**src/rtl/digit_scan_mux.sv**
```systemverilog
// ---------------------------------------------------------------------------
// digit_scan_mux
//
// Time-multiplexed scanner for a common-anode style multi-digit display.
// Each enabled digit owns a slot of SLOT_CYCLES clocks. Optionally the first
// BLANK_CYCLES of every slot keep all anodes off (dead time) so the segment
// lines can settle before the next digit lights up. Digits whose mask bit is
// clear are skipped. frame_tick marks the start of each new frame, i.e. the
// slot in which the scan wrapped back to a lower (or the same) index.
//
// Build option:
//   DIGIT_SCAN_DEADTIME_EN  defined   -> every slot starts with BLANK_CYCLES
//                                        of blanking (IDLE/advance -> BLANK)
//                           undefined -> no blanking, IDLE/advance go straight
//                                        to SCAN; BLANK_CYCLES has no effect
//
// Ports:
//   clk         in   system clock, rising edge
//   reset       in   asynchronous, active-low reset
//   digits_in   in   packed digit values, digit k at [k*DATA_W +: DATA_W]
//   digit_mask  in   per-digit scan enable (1 = scanned)
//   data_out    out  registered value of the selected digit (0 when idle)
//   digit_en_n  out  active-low, one-cold anode enables
//   digit_idx   out  index of the digit owning the current slot
//   frame_tick  out  one-cycle pulse in the first cycle after a wrapping advance
// ---------------------------------------------------------------------------
module digit_scan_mux #(
    parameter int N_DIGITS     = 2,
    parameter int DATA_W       = 4,
    parameter int SLOT_CYCLES  = 20000,
    parameter int BLANK_CYCLES = 16,
    localparam int IDX_W       = (N_DIGITS > 1) ? $clog2(N_DIGITS) : 1
) (
    input  logic                         clk,
    input  logic                         reset,
    input  logic [N_DIGITS*DATA_W-1:0]   digits_in,
    input  logic [N_DIGITS-1:0]          digit_mask,
    output logic [DATA_W-1:0]            data_out,
    output logic [N_DIGITS-1:0]          digit_en_n,
    output logic [IDX_W-1:0]             digit_idx,
    output logic                         frame_tick
);

    localparam int CNT_W = (SLOT_CYCLES > 1) ? $clog2(SLOT_CYCLES) : 1;
    localparam logic [CNT_W-1:0] CNT_LAST   = CNT_W'(SLOT_CYCLES - 1);
    localparam logic [CNT_W-1:0] BLANK_LAST = CNT_W'(BLANK_CYCLES - 1);

    typedef enum logic [1:0] {
        ST_IDLE  = 2'd0,
        ST_BLANK = 2'd1,
        ST_SCAN  = 2'd2
    } state_t;

    // State a new slot starts in. Without dead time the BLANK state is
    // unreachable and every slot lights its digit from cnt 0.
`ifdef DIGIT_SCAN_DEADTIME_EN
    localparam state_t SLOT_ENTRY = ST_BLANK;
`else
    localparam state_t SLOT_ENTRY = ST_SCAN;
`endif

    // -----------------------------------------------------------------------
    // Registers and their next values
    // -----------------------------------------------------------------------
    state_t                 state_reg,  state_next;
    logic [CNT_W-1:0]       cnt_reg,    cnt_next;
    logic [IDX_W-1:0]       idx_reg,    idx_next;
    logic [DATA_W-1:0]      data_reg,   data_next;
    logic [N_DIGITS-1:0]    en_n_reg,   en_n_next;
    logic                   tick_reg,   tick_next;

    // -----------------------------------------------------------------------
    // Digit unpacking and "next enabled digit" search
    // -----------------------------------------------------------------------
    logic [DATA_W-1:0]      digit_arr [N_DIGITS];
    logic [N_DIGITS-1:0]    above_sel;     // enabled digits above idx_reg
    logic [IDX_W-1:0]       low_idx;       // lowest enabled digit
    logic [IDX_W-1:0]       above_idx;     // lowest enabled digit above idx_reg
    logic                   above_found;
    logic                   mask_any;

    genvar gi;
    generate
        for (gi = 0; gi < N_DIGITS; gi++) begin : g_digit
            assign digit_arr[gi] = digits_in[gi*DATA_W +: DATA_W];
            assign above_sel[gi] = digit_mask[gi] && (IDX_W'(gi) > idx_reg);
        end
    endgenerate

    assign above_found = |above_sel;
    assign mask_any    = |digit_mask;

    // Two priority encoders; scanning downward leaves the lowest hit.
    always_comb begin
        low_idx   = '0;
        above_idx = '0;
        for (int i = N_DIGITS - 1; i >= 0; i--) begin
            if (digit_mask[i]) begin
                low_idx = IDX_W'(i);
            end
            if (above_sel[i]) begin
                above_idx = IDX_W'(i);
            end
        end
    end

    // -----------------------------------------------------------------------
    // Process 1: state register (outputs are registered alongside)
    // -----------------------------------------------------------------------
    always_ff @(posedge clk or negedge reset) begin
        if (!reset) begin
            state_reg <= ST_IDLE;
            cnt_reg   <= '0;
            idx_reg   <= '0;
            data_reg  <= '0;
            en_n_reg  <= '1;
            tick_reg  <= 1'b0;
        end else begin
            state_reg <= state_next;
            cnt_reg   <= cnt_next;
            idx_reg   <= idx_next;
            data_reg  <= data_next;
            en_n_reg  <= en_n_next;
            tick_reg  <= tick_next;
        end
    end

    // -----------------------------------------------------------------------
    // Process 2: next-state logic
    // cnt runs across the whole slot (blanking included), so the slot length
    // is SLOT_CYCLES whether or not dead time is built in.
    // -----------------------------------------------------------------------
    always_comb begin
        state_next = state_reg;
        cnt_next   = cnt_reg;
        idx_next   = idx_reg;
        tick_next  = 1'b0;

        if (!mask_any) begin
            // Nothing to show: park regardless of where we are in the slot.
            state_next = ST_IDLE;
            cnt_next   = '0;
            idx_next   = '0;
        end else begin
            case (state_reg)
                ST_IDLE: begin
                    state_next = SLOT_ENTRY;
                    cnt_next   = '0;
                    idx_next   = low_idx;
                end
                ST_BLANK: begin
                    cnt_next = cnt_reg + 1'b1;
                    if (cnt_reg == BLANK_LAST) begin
                        state_next = ST_SCAN;
                    end
                end
                ST_SCAN: begin
                    if (cnt_reg == CNT_LAST) begin
                        // Slot boundary: move to the next enabled digit,
                        // wrapping to the lowest one when none lies above.
                        state_next = SLOT_ENTRY;
                        cnt_next   = '0;
                        idx_next   = above_found ? above_idx : low_idx;
                        tick_next  = !above_found;
                    end else begin
                        cnt_next = cnt_reg + 1'b1;
                    end
                end
                default: begin
                    state_next = ST_IDLE;
                    cnt_next   = '0;
                    idx_next   = '0;
                end
            endcase
        end
    end

    // -----------------------------------------------------------------------
    // Process 3: output logic (values loaded into the output registers)
    // The enable also requires the digit's live mask bit, so a digit that is
    // disabled mid-slot goes dark on the next edge while its slot keeps
    // running. Only one bit is ever cleared, so the enables stay one-cold.
    // -----------------------------------------------------------------------
    always_comb begin
        en_n_next = '1;
        data_next = '0;
        if (state_next != ST_IDLE) begin
            data_next = digit_arr[idx_next];
        end
        if ((state_next == ST_SCAN) && digit_mask[idx_next]) begin
            en_n_next[idx_next] = 1'b0;
        end
    end

    assign data_out   = data_reg;
    assign digit_en_n = en_n_reg;
    assign digit_idx  = idx_reg;
    assign frame_tick = tick_reg;

endmodule

```
**config.mk**
```make
export PLATFORM = sky130hd
export DESIGN_NAME = digit_scan_mux
export DESIGN_NICKNAME = d
export VERILOG_FILES = /design/src/rtl/digit_scan_mux.sv
export SDC_FILE = /design/constraint.sdc
export NUM_CORES = 1
export LEC_CHECK = 0
export CAP_MARGIN = 20
export CORE_MARGIN = 2
export CORE_UTILIZATION = 50
export DETAILED_ROUTE_END_ITERATION = 10
export MAX_ROUTING_LAYER = met4
export PLACE_DENSITY = 0.76
export SLEW_MARGIN = 30
export SYNTH_ARGS = -nofsm -noshare
export SYNTH_HDL_FRONTEND = slang
export SYNTH_SLANG_ARGS = --single-unit
```
**constraint.sdc**
```tcl
create_clock -name clk -period 3.4 [get_ports clk]
set_clock_uncertainty 0.05 [all_clocks]
set_input_delay 0.68 -clock clk [delete_from_list [all_inputs] [get_ports clk]]
set_output_delay 0.68 -clock clk [all_outputs]
set_load 0.02 [all_outputs]
```
# After elaboration in Yosys (flattened, before gate mapping)
# Cells that the tools add are included.
# Widths: inputs -> output; s select.
# word_totals
reg_bits,25
inputBits,12
# op_classes
n_addsub,1
n_lt_le_gt_ge,5
eq_ne,5
muxes,27
bitwise_logic,2
n_reduce_logical,9
# ops
operator,n
$mux 15,2
$pmux 15 s2,1
$mux 4,4
$add 15x1->15 const B,1
$eq 15x15->1 const B,1
$eq 15x4->1 const B,1
$mux 1,13
$mux 2,4
$pmux 2 s3,1
$eq 2x2->1 const B,2
$logic_and 1x1->1,4
$reduce_or 2->1,2
$pmux 1 s3,1
$eq 2x1->1 const B,1
$ge 2x2->1 const B,1
$gt 1x1->1 const A,2
$logic_not 2->1,1
$lt 1x2->1 const B,1
$not 1->2,1
$not 2->2,1
$reduce_bool 2->1,1
$demux 1 s1,1
$ge 1x1->1 const B,1
$logic_not 1->1,1

# Longest topological paths before layout
# logic_depth
word_depth,14
depth_mapped,8
depth_no_buf,7

# Worst setup path after synthesis
# No wires, ideal clock.
# synth_path
kind,register to register
startpoint,register cnt_reg[5]
endpoint,"register en_n_reg[1], in the netlist digit_en_n[1]"
setup_time_ps,94
t_arrival_ps,2367
path_slack_ps,889
stages_incl_launch_ff,6
period_less_slack_ps,2511
path_cell_list,dfrtp_1 > or4_4 > or4_4 > nor3b_4 > nor3_2 > or4b_1
# synth_via
elab_chain_cells,10
word_cells_on_any_way,20
cone_classes,order compare: 2; eq/ne: 3; mux: 12; bitwise: 1; reduce/logical: 2
# synth_lines
item,line_no,source
start: declaration,66,"logic [CNT_W-1:0] cnt_reg, cnt_next;"
start signal: assignment,120,cnt_reg <= cnt_next;
$eq 15x15->1,158,if (cnt_reg == CNT_LAST) begin
$mux 1,158,
$pmux 1 s3,145,case (state_reg)
$mux 1,139,if (!mask_any) begin
$lt 1x2->1 (implied by the code) or $ge 1x1->1 (tied branches),191,en_n_next[idx_next] = 1'b0;
$logic_and 1x1->1 (implied by the code),191,
$mux 1 (implied by the code),191,
$demux 1 s1,191,
$not 2->2 (no line),n/a,
$mux 2 (*),190,if ((state_next == ST_SCAN) && digit_mask[idx_next]) begin
via en_n_next[1],69,"logic [N_DIGITS-1:0] en_n_reg, en_n_next;"
end signal: assignment,123,en_n_reg <= en_n_next;
end: declaration,69,
# The timed path passes the listed nets; every way through them passes the cells marked *. The select of a mux whose other input is x is not followed.

# Final worst setup path
# Ends and elaborated chain as after synthesis.

==> summary.md <==
| Metric | Value |
|---|---|
| Largest register FFs | 15 |
| Maximum number of pins on one net before global-route repair | 26 |
| Final Non-Filler Cells | 190 |
| Clock power share | 0.165 |
| Asr flop ratio synth | 1.00 |
| Clock Tree Root | clkbuf_4 |
| Combinational power share | 0.367 |
| Synth Net Count | 154 |
| Routed len/inst | 14.2 um |
| Area grow syn2layout | 18.4% |
| Full die area | 3220 sq um |
| Place WS | 0.776 ns |
| Worst endpoint required time | 3.59 ns |
| CP arrival | 2.84 ns |
| Synth cell types | 42 |
| Unrepaired setup endpoints after global routing | false |
| Number of port buffers | 19 |
| Largest area contributor in the netlist | dfrtp_1 |
| Synth Flop Type | dfrtp_1 |
| Most Frequent Cell on Critical Path | or4_4 |
| Register area share after synthesis | 0.452 |
| Vias in the first global route | 1,046 |
| Most frequent cells after synthesis | dfrtp_1, nor2_1, inv_1 |
| DRT Pass-1 Iters | 4 |
| Clock Sink Count | 25 |
| CTS clk-pin slew, worst paths | 0.13 ns |
| WL final | 2.69 mm |
| Net Sw Frac | 0.345 |
| Number of max-cap violations | 0 |
| Slew HR | 0.633 |
| Drt via density | 5.75 |
| DR DRC count | 0 |
| First-pass GRT wire length | 4.59 mm |
| Synthesized area per cell | 10.2 sq um |
| Top achievable clock speed | 377 MHz |
| Initial Util | 0.517 |
| Peak supply drop | 323 uV |
| CP Max Fanout | 6 |
| Status | finished, final reports clean |
| CTS tree | yes |
| Hold Slack | 0.422 ns |
| Diodes inserted | 0 |
| Hold violation total from the final report | 0 |
| Routability Congestion | 0.890 |
| GR Overflow Total | 0 |
| Row count | 19 |
| Cell-internal power | 0.515 mW |
| Post-Syn Area | 1390 sq um |
| Post-DRT Antenna Nets | 0 |
| Critical Path Slowest Stage Cell | or4_4 |
| Die Span X | 56.7 um |
| Core Footprint | 2690 sq um |
| Leakage power | 0.693 nW |
| Final setup TNS | 0 ns |
| Max-slew violation count | 0 |
| Crit-path cells | or4_4 -> or4_4 -> nor3b_4 -> nor3_2 -> or4b_1 |
| Crit path time final | 2.65 ns |
| Sequential fraction of design power | 0.468 |
| Startpoint types | register |
| Synth area leaders | dfrtp_1, nor2_1, ha_1, xnor2_1, dfstp_2 |
| Placed inst area | 1620 sq um |
| Htree depth | 1 |
| Mapped Cells | 136 |
| Layout Nets | 178 |
| DR iter-0 viols | 31 |
| Share of layout cells above drive strength 1 | 0.101 |
| Period utilization | 0.781 |
| Setup CP Type | register to register |
| All-layer global routing usage | 0.185 |
| Clk_lat worst skew | 0.31 ns |
| Worst-margin pin slew | 0.548 ns |
| DR vias | 1,093 |
| Synth top area share | 0.414 |
| Pwr dens | 478 nW/um^2 |
| Net Switching | 0.271 mW |
| Final setup violation count | 0 |
| Final Instance Area | 1650 sq um |
| Hold crit path type | register to register |
| Synth warn | 0 |
| CTS max path bufs | 2 |
| Initial antenna violation count | 0 |
| CTS Buf Count | 3 |
| Post_cts resized | 0 |
| Height of the die | 56.7 um |
| EDFF count, synth | 0 |
| Hold Buf Count CTS | 0 |
| FILL cells | 234 |
| Max stage delay on crit path | 0.58 ns |
| Cells after DPL | 186 |
| Final worst slack | 0.746 ns |
| DP Wirelength | 2.06 mm |
| Setup crit end kind | register |
| Flops & latches, synth | 25 |
| I/O pin cnt | 20 |
| Setup Fix Bufs, Post-CTS | 0 |
-- worst paths after layout --
| kind | from | end | slack [ns] | cells after the start |
|---|---|---|---|---|
| max in group asynchronous | reset | digit_en_n[0] | 2.36 | 2 |
| worst min register to register | cnt_reg[0] | cnt_reg[0] | 0.42 | 1 |
| min in group asynchronous | reset | data_out[1] | 0.65 | 2 |
| worst min-delay path | cnt_reg[0] | cnt_reg[0] | 0.42 | 1 |
| worst max-delay path | cnt_reg[5] | digit_en_n[1] | 0.75 | 5 |
| worst max register to register | cnt_reg[5] | digit_en_n[1] | 0.75 | 5 |
-- cell type report --
class / count / area (sq um) / area share
clock buffer: 4 / 26.3 / 0.0160
inverter: 9 / 33.8 / 0.0205
multi-input combinational: 100 / 713 / 0.433
sequential: 25 / 628 / 0.382
timing repair buffer: 21 / 205 / 0.125
tap: 31 / 38.8 / 0.0236
-- worst max-delay path: cells and delay by family (launching register included) --
kind | cells | cell delay [ns]
flip-flops | 1 | 0.46
AND/OR/NAND/NOR | 5 | 2.06
-- placed cells by master, fill, tap and decap left out, types with 2 or more instances in the layout --
| cell | instances |
|---|---|
| or4bb_1 | 2 |
| o211ai_1 | 2 |
| dfrtp_1 | 23 |
| o31ai_1 | 4 |
| nand2_1 | 5 |
| nand4_1 | 8 |
| buf_4 | 2 |
| and3_1 | 4 |
| nor2_1 | 23 |
| a22oi_1 | 4 |
| clkdlybuf4s50_1 | 19 |
| clkbuf_4 | 3 |
| nor3_1 | 2 |
| inv_1 | 9 |
| ha_1 | 6 |
| dfstp_2 | 2 |
| xnor2_1 | 8 |
| or4_4 | 2 |
| xor2_1 | 5 |
| nand3_1 | 2 |
-- cell families after synthesis --
logic type,after synthesis,synth area share
compound gates,20,0.108
xor+xnor,13,0.0819
fa+ha+maj,6,0.0540
buf+inv,11,0.0351
flops,25,0.452
mux,1,0.00720
simple gates,60,0.262
-- power groups by stage --
stage	Clock (mW)	Combinational, mW	Sequential [mW]
after floorplan	0	0.145	0.407
after global placement	0	0.280	0.372
after detailed placement	0	0.286	0.375
after CTS	0.135	0.288	0.369
after global routing	0.145	0.315	0.374
final	0.130	0.288	0.368
-- per-stage QoR --
stage          utilization  total power [mW]
2_1_floorplan            -             0.552
3_3_place_gp         0.603             0.652
3_5_place_dp         0.603             0.661
4_1_cts              0.612             0.791
5_1_grt              0.612             0.834
6_report             0.612             0.786
-- layer usage --
layer,part of all wire,track usage,up-vias
li1,-,-,540
met1,0.43,0.221,515
met2,0.50,0.312,36
met3,0.062,0.0369,2
met4,0.0056,0.0612,0
met5,0,-,-
Power figures use the tool's default switching activity.
==> edit (same settings) <==
Build with the macro `DIGIT_SCAN_DEADTIME_EN` defined.
--- a/src/rtl/digit_scan_mux.sv
+++ b/src/rtl/digit_scan_mux.sv
@@ -25,4 +25,6 @@
 //   frame_tick  out  one-cycle pulse in the first cycle after a wrapping advance
 // ---------------------------------------------------------------------------
+`define DIGIT_SCAN_DEADTIME_EN
+
 module digit_scan_mux #(
     parameter int N_DIGITS     = 2,
Formal check against the unedited RTL: not equivalent (Yosys sat finds a counterexample within 4 cycles, from zero or initial values and one cycle with reset low).
==> edit against the unedited design <==
Routed wire length shrank 2.0%. Sequential power shrank 8.4%. Sequential cell count stayed put. Area after synthesis fell by 5.4%. Total power is 17% lower. Largest cell class unchanged. Critical endpoint is now data_out[2]. Clock power hardly changed. Setup slack improved by 0.30 ns. Final area is 4.7% lower.
==> edit: results <==
[logic_synthesis]
synthTopCellsByArea = "dfrtp_1, nor2_1, ha_1"
yosysSeqAreaShare = 0.478
synth_area_per_cell_um2 = 10.0
yosysUniqueCellTypes = 37
syn_nets = 148
synth_common_cells = "dfrtp_1, nor2_1, nand2_1, nand3_1, xor2_1"

[power_and_ir_drop]
leakage_nw = 0.658
irDropWorstVdd_mv = 0.273
p_int_mw = 0.447

[cells_and_area]
nNetsFinal = 171

[routing]
num_vias = 1037
drt-total-wl_um = 2640
drt-wirelength-per-cell_um = 14.4
drt_iter0_drc = 24

[sta]
worst_pin_slew_ns = 0.650

[setup_path]
crit_arrival_ns = 2.52
path_max_fanout = 5
r2r.worst_path.cells = 5
crit_path_end = "data_out[2]"
rrSetupSlack_ns = 1.05

[placement]
placed_cells = 179
dp_hpwl_um = 1980
place_congestion = 0.858

[global_routing]
grtUsageMet1 = 0.259
globalRouteMet2Util = 0.323
grt_pass1_vias = 1052
groute.layer.met3.usage = 0.0304
grt_usage = 0.200

[status]
status = "completed"

[clock_network]
htreeDepth = 1
insertion_delay_ns = 0.31
cts_root_buffer = "clkbuf_4"

[worst_hold_path]
min_from = "cnt_reg[0]"
edit: metrics by stage:
stage	power, mW	setup WS, ns
after floorplan	0.456	1.33
after global placement	0.527	1.11
after detailed placement	0.533	1.02
after CTS	0.664	1.04
after global routing	0.697	0.898
final	0.655	1.05
edit: worst min path at each step:
stage                       endpoint  slack [ns]  cells past startpoint
after floorplan           cnt_reg[0]        0.33                      0
after global placement    cnt_reg[0]        0.39                      1
after detailed placement  cnt_reg[0]        0.40                      1
after CTS                 cnt_reg[0]        0.42                      1
after global routing      cnt_reg[0]        0.45                      1
final                     cnt_reg[0]        0.41                      1
edit: final cells by class:
class                   instances  area (um^2)
clock buffers                   4         26.3
fillers                       214          910
inverters                       6         22.5
multi-input cells              98          656
flip-flops and latches         25          628
well taps                      30         37.5
repair buffers                 20          198
edit: power groups by stage:
stage	Sequential [mW]	Clock [mW]	Combinational (mW)
floorplan	0.358	0	0.0981
CTS	0.337	0.136	0.191
global placement	0.342	0	0.186
finish	0.337	0.130	0.187
global route	0.340	0.148	0.208
detailed placement	0.343	0	0.189
edit: routing by layer:
layer | share of wire | vias up
met2 | 0.49 | 16
met5 | 0 | -
met1 | 0.47 | 510
met3 | 0.023 | 4
met4 | 0.012 | 0
li1 | - | 507
edit: cells by family after synthesis:
| family | share of synthesized area |
|---|---|
| AOI/OAI and AO/OA | 0.122 |
| xor gates and xnor gates | 0.0799 |
| adders and majority gates | 0.0476 |
| buffers and inverters | 0.0238 |
| DFF | 0.478 |
| muxes | 0.0266 |
| and+or+nand+nor | 0.223 |
edit: critical path, cell delays in order, from the launching register on:
cell	delay (ns)
dfrtp_1	0.45
or4_4	0.55
and4bb_4	0.40
mux2i_1	0.36
o21ai_0	0.17
a211oi_1	0.28
